===== config.mk =====
export PLATFORM = sky130hd
export DESIGN_NAME = dmem_arbiter
export DESIGN_NICKNAME = d
export VERILOG_FILES = /design/src/rtl/dmem_pkg.sv /design/src/rtl/dmem_rr_pick.sv /design/src/rtl/dmem_arbiter.sv
export SDC_FILE = /design/constraint.sdc
export NUM_CORES = 1
export LEC_CHECK = 0
export CAP_MARGIN = 20
export CORE_AREA = 2 2 144 146
export CTS_BUF_LIST = sky130_fd_sc_hd__clkbuf_4 sky130_fd_sc_hd__clkbuf_8
export CTS_CLUSTER_DIAMETER = 150
export DETAILED_ROUTE_END_ITERATION = 10
export DIE_AREA = 0 0 146 148
export PLACE_DENSITY_LB_ADDON = 0.25
export SYNTH_ARGS = -nofsm -noshare
export SYNTH_HDL_FRONTEND = slang
export SYNTH_SLANG_ARGS = --single-unit
export TNS_END_PERCENT = 100

===== constraint.sdc =====
create_clock -name clk -period 5.75 [get_ports clk]
set_input_delay 0.575 -clock clk [delete_from_list [all_inputs] [get_ports clk]]
set_output_delay 0.575 -clock clk [all_outputs]
set_load 0.02 [all_outputs]

===== src/rtl/dmem_pkg.sv =====
// Shared definitions for the data-memory arbiter: the access size codes, the
// FSM state encoding, the default memory geometry, and read-data helpers.
package dmem_pkg;

    localparam int DMEM_AW = 12;
    localparam int DMEM_DW = 64;

    localparam logic [1:0] SZ_B = 2'b00;
    localparam logic [1:0] SZ_H = 2'b01;
    localparam logic [1:0] SZ_W = 2'b10;
    localparam logic [1:0] SZ_D = 2'b11;

    typedef enum logic [1:0] {
        IDLE   = 2'd0,
        ACCESS = 2'd1,
        RESP   = 2'd2
    } state_t;

    // Zero-extend the low 1/2/4/8 bytes of the memory read data.
    function automatic logic [DMEM_DW-1:0] size_mask(input logic [1:0] size,
                                                     input logic [DMEM_DW-1:0] data);
        logic [DMEM_DW-1:0] m;
        m = '0;
        case (size)
            SZ_B:    m[7:0]  = data[7:0];
            SZ_H:    m[15:0] = data[15:0];
            SZ_W:    m[31:0] = data[31:0];
            default: m       = data;
        endcase
        return m;
    endfunction

    // True when the address is not a multiple of the access size.
    function automatic logic misaligned(input logic [2:0] addr_lo,
                                        input logic [1:0] size);
        logic mis;
        mis = 1'b0;
        case (size)
            SZ_B:    mis = 1'b0;
            SZ_H:    mis = addr_lo[0];
            SZ_W:    mis = |addr_lo[1:0];
            default: mis = |addr_lo;
        endcase
        return mis;
    endfunction

endpackage


===== src/rtl/dmem_rr_pick.sv =====
// Combinational round-robin picker: the winner is the first asserted request
// after the pointer position, wrapping. The pointer itself lives in the parent.
module dmem_rr_pick #(
    parameter int NREQ = 2,
    parameter int PW   = 1
) (
    input  logic [NREQ-1:0] req,
    input  logic [PW-1:0]   ptr,
    output logic [NREQ-1:0] gnt,
    output logic [PW-1:0]   idx
);

    logic          found;
    logic [PW-1:0] pos;

    // Scan NREQ positions starting just after the pointer; first hit wins.
    always_comb begin
        gnt   = '0;
        idx   = '0;
        found = 1'b0;
        pos   = '0;
        for (int i = 1; i <= NREQ; i++) begin
            pos = PW'((int'(ptr) + i) % NREQ);
            if (!found && req[pos]) begin
                found    = 1'b1;
                gnt[pos] = 1'b1;
                idx      = pos;
            end
        end
    end

endmodule


===== src/rtl/dmem_arbiter.sv =====
// Arbitrates NREQ requesters onto a single-ported byte-addressed data memory.
// Each access takes three cycles (grant, memory access, response); only one
// transaction is in flight. Optional alignment checking is enabled by defining
// DMEM_ARB_ALIGN_CHECK_EN, which adds the err output and suppresses misaligned
// accesses instead of passing them to memory.
//
// state  | meaning
// IDLE   | arbitrate; gnt is the round-robin winner, request latched on the edge
// ACCESS | mem_* driven from latched request; write commits / read captured
// RESP   | rvalid (and err) strobe for the latched requester
module dmem_arbiter
    import dmem_pkg::*;
#(
    parameter int NREQ = 2,
    parameter int AW   = DMEM_AW,
    parameter int DW   = DMEM_DW
) (
    input  logic              clk,
    input  logic              rst,
    input  logic [NREQ-1:0]   req,
    input  logic [NREQ*AW-1:0] req_addr,
    input  logic [NREQ*DW-1:0] req_wdata,
    input  logic [NREQ*2-1:0] req_size,
    input  logic [NREQ-1:0]   req_we,
    output logic [NREQ-1:0]   gnt,
    output logic [NREQ-1:0]   rvalid,
`ifdef DMEM_ARB_ALIGN_CHECK_EN
    output logic [NREQ-1:0]   err,
`endif
    output logic [DW-1:0]     rdata,
    output logic [AW-1:0]     mem_addr,
    output logic [DW-1:0]     mem_dataw,
    output logic [1:0]        mem_word,
    output logic              mem_rw,
    input  logic [DW-1:0]     mem_datar
);

    localparam int PW = (NREQ > 1) ? $clog2(NREQ) : 1;

    state_t          state, state_nx;
    logic [PW-1:0]   ptr;
    logic [PW-1:0]   pick_idx;
    logic [NREQ-1:0] pick_gnt;
    logic [AW-1:0]   lat_addr;
    logic [DW-1:0]   lat_wdata;
    logic [1:0]      lat_size;
    logic            lat_we;
    logic [PW-1:0]   lat_idx;
    logic            mem_ok;
    logic            take;

    dmem_rr_pick #(.NREQ(NREQ), .PW(PW)) u_pick (
        .req (req),
        .ptr (ptr),
        .gnt (pick_gnt),
        .idx (pick_idx)
    );

`ifdef DMEM_ARB_ALIGN_CHECK_EN
    logic lat_mis;
    assign mem_ok = !lat_mis;
`else
    assign mem_ok = 1'b1;
`endif

    assign take = (state == IDLE) && (|req);

    // State register.
    always_ff @(posedge clk or posedge rst) begin
        if (rst) state <= IDLE;
        else     state <= state_nx;
    end

    // Next state; the sequence is fixed once a request is taken.
    always_comb begin
        state_nx = state;
        case (state)
            IDLE:    if (|req) state_nx = ACCESS;
            ACCESS:  state_nx = RESP;
            RESP:    state_nx = IDLE;
            default: state_nx = IDLE;
        endcase
    end

    // Latch the winning request, advance the pointer, and capture read data.
    always_ff @(posedge clk or posedge rst) begin
        if (rst) begin
            ptr       <= PW'(NREQ - 1);
            lat_addr  <= '0;
            lat_wdata <= '0;
            lat_size  <= '0;
            lat_we    <= 1'b0;
            lat_idx   <= '0;
            rdata     <= '0;
`ifdef DMEM_ARB_ALIGN_CHECK_EN
            lat_mis   <= 1'b0;
`endif
        end else begin
            if (take) begin
                ptr       <= pick_idx;
                lat_idx   <= pick_idx;
                lat_addr  <= req_addr[pick_idx*AW +: AW];
                lat_wdata <= req_wdata[pick_idx*DW +: DW];
                lat_size  <= req_size[pick_idx*2 +: 2];
                lat_we    <= req_we[pick_idx];
`ifdef DMEM_ARB_ALIGN_CHECK_EN
                lat_mis   <= misaligned(req_addr[pick_idx*AW +: 3],
                                        req_size[pick_idx*2 +: 2]);
`endif
            end
            if (state == ACCESS) begin
                if (!lat_we && mem_ok) rdata <= size_mask(lat_size, mem_datar);
                else                   rdata <= '0;
            end
        end
    end

    // Memory side: address/data/size hold the latched request; the write
    // enable is decoded from state so it drops as soon as reset asserts.
    always_comb begin
        mem_addr  = lat_addr;
        mem_dataw = lat_wdata;
        mem_word  = lat_size;
        mem_rw    = (state == ACCESS) && lat_we && mem_ok;
    end

    // Requester side strobes: grant only while idle, response in RESP.
    always_comb begin
        gnt    = (state == IDLE && !rst) ? pick_gnt : '0;
        rvalid = '0;
        if (state == RESP) rvalid[lat_idx] = 1'b1;
    end

`ifdef DMEM_ARB_ALIGN_CHECK_EN
    // Misalignment error reported alongside the response strobe.
    always_comb begin
        err = '0;
        if (state == RESP && lat_mis) err[lat_idx] = 1'b1;
    end
`endif

endmodule


==> flow_metrics.tcl <==
set metrics [dict create \
    status "complete, no violations" \
    skew_ns 0.0125 \
    period_minus_slack_ns 3.01 \
    crit_chain "clkdlybuf4s50_1 > a21bo_4 > nor4_1 > clkdlybuf4s50_1" \
    whs_ns 0.487 \
    grt_busiest_layer "met2" \
    final_common_cell "clkdlybuf4s50_1" \
    grtUsageMet2 0.318 \
    synth_top_family_by_area "multiplexers" \
    r2r_slack_ns 2.96 \
    ys_ff_latch 147 \
    power_frac_comb 0.546 \
    startpoint_type "input pin" \
    worstHoldPathCells 2 \
    final_cell_mix "clkdlybuf4s50_1, mux2_4, dfrtp_1" \
    swShare 0.365 \
    slowest_delay_ns 0.67 \
    fp.dieH_um 148 \
    grt_max_degree 85 \
    dieArea_um2 21600 \
    synth-simple-area-share 0.0182 \
    cts_tree "yes" \
    dp_hpwl_mm 14.6 \
    yosys.area_share.adder 0 \
    cp.required_ns 5.18 \
    worst_slew_pin_slew_ns 1.10 \
    io_buffers 372 \
    rows 52 \
    p_int_mw 3.76 \
    drive_gt1_frac 0.244 \
    ys_warn_count 0 \
    antenna_found_initial 0 \
    postCtsHoldBufs 0 \
    grt.met3_usage 0.0620 \
    p_clk_frac 0.142 \
    core_um2 20000 \
    drtIter0Drc 197 \
    yosys-top-cells-area "dfrtp_1, mux2_4, a22o_1" \
    cts_sinks 147 \
    detail_route.wl_per_cell_um 18.1 \
    start_util 0.350 \
    overflow 0 \
    final.setup.tns_ns 0 \
    multi_input_area_um2 3080 \
    seq_area_um2 3680 \
    grt_pass1_vias 5449 \
    ios 373 \
    hold_class "flip-flop to flip-flop" \
    setup_viol 0 \
    cts_made_buffers 17 \
    drt_first_pass_iters 4 \
    hold_viol_final 0 \
    seqPwrFrac 0.312 \
    insertion_delay_ns 0.44 \
    relSlewSlack 0.268 \
    vias 5053 \
    min_from "rdata[0]" \
    routed_wirelength_mm 19.6 \
    cp_data_arrival_time_ns 2.44 \
    r2r-end "mem_dataw[42]" \
    use_met1 0.213 \
    ctsRootBufferMaster "clkbuf_8" \
    syn_area_um2 7010 \
    grt_usage 0.182 \
    cpMostUsedCell "clkdlybuf4s50_1" \
    synth_compound_area_frac 0.0826 \
    leakage_nw 5.09 \
    post_cts_resize_count 0 \
    die_x_um 146 \
    worstSetupPathType "input pin to primary output" \
    path_max_fanout 27 \
    hold-path-endpoint "rdata[0]" \
    post_cts_buffers 0 \
    synth_fp_nets 664 \
    yosysSeqAreaShare 0.525 \
    drv_slew 0 \
    reg2reg_from "state[0]" \
    ir_worst_vdd_mv 0.230 \
    fmax_ghz 0.332 \
    cap_violations 0 \
    syn_area_per_cell_um2 16.0 \
    grt_pass1_wl_mm 30.7 \
    worstSetupEndpointType "primary output" \
    vias_per_cell 4.66 \
    drt_drc_violations_left 0 \
    layout.nets 1028 \
    min_period_over_period 0.524 \
    synth_top_area_cell "dfrtp_1" \
    place_congestion 0.809 \
    slowest_stage "clkdlybuf4s50_1" \
    reg2reg_depth 4 \
    antenna_cells 0 \
    power_density_nw_per_um2 523 \
    htreeDepth 4 \
    muxShareOfSynthArea 0.336 \
    cts_buffer_depth 2 \
    ant_nets 0 \
    rsz0062_at_grt "no" \
    yosysUniqueCellTypes 29 \
    final.fill_count 1641 \
    clk_pin_slew_ns 0.08 \
    utilization 0.565 \
    synthCells 438 \
    synth_xor_area_frac 0 \
    switchingPower_mw 2.16 \
    synth_top_area_frac 0.521 \
    areaGrowthSynthToFinish_pct 61.4 \
]
cells in the mapped netlist (all sizes together):
library cell,count
mux2,156
clkbuf,4
nor3b,2
o32ai,1
dfrtp,146
nor2,3
nor3,1
a21oi,1
o21a,1
clkinv,1
a22o,56
inv,4
and2,1
o21ai,8
a31oi,1
buf,28
nand2b,1
dfstp,1
a21bo,1
nor4,1
o2111a,1
mux2i,2
and4bb,1
nand2,16
per-layer routing:
layer  part of all wire  wire length (µm)
met1               0.39              7670
met5                  0                 0
met3              0.084              1650
met2               0.51              9990
met4              0.016               305
area by class of cell:
class	instances	area share
inverter	5	0.00210
multi-input combinational	254	0.272
sequential	147	0.325
clock inverter	12	0.0127
tap	270	0.0298
clock buffer	20	0.0243
timing repair buffer	377	0.334
stage by stage:
step,instance area (µm²),instances,setup WS [ns],power [mW]
6_report,11300,1085,2.74,5.92
5_1_grt,11300,1085,2.61,6.23
4_1_cts,11300,1084,2.72,5.99
3_5_place_dp,10900,1052,2.38,5.11
3_3_place_gp,10900,1052,2.42,5.04
2_1_floorplan,7010,438,0.919,3.72
cell families (layout without fill, tap and decap cells):
group,Yosys count,after routing
compound gates,70,70
mux,158,158
flops,147,147
buf+inv,37,414
simple gates,26,26
registers in the layout (all words and copies together), names as in the netlist:
| name | cells |
|---|---|
| mem_word | 2 |
| ptr | 1 |
| state | 2 |
| lat_idx | 1 |
| lat_we | 1 |
| mem_dataw | 64 |
| mem_addr | 12 |
| rdata | 64 |
worst max-delay path, delay by kind of cell:
kind / cells / cell delay, ns
buf+inv: 2 / 1.22
compound gates: 1 / 0.41
simple gates: 1 / 0.22
power groups by stage:
stage	clock network [mW]	logic, mW	registers, mW
final	0.843	3.23	1.84
after global placement	0	3.21	1.83
after detailed placement	0	3.26	1.84
after global routing	0.926	3.39	1.91
after CTS	0.876	3.27	1.85
after floorplan	0	1.33	2.39
worst max-delay path by stage:
stage | startpoint | cells past startpoint | endpoint
global route | req[1] | 4 | gnt[1]
floorplan | rst | 2 | gnt[0]
detailed placement | req[0] | 5 | mem_dataw[11]
CTS | rst | 4 | gnt[0]
global placement | req[0] | 5 | mem_dataw[11]
finish | req[1] | 4 | gnt[1]
(Power assumes the default switching activity.)
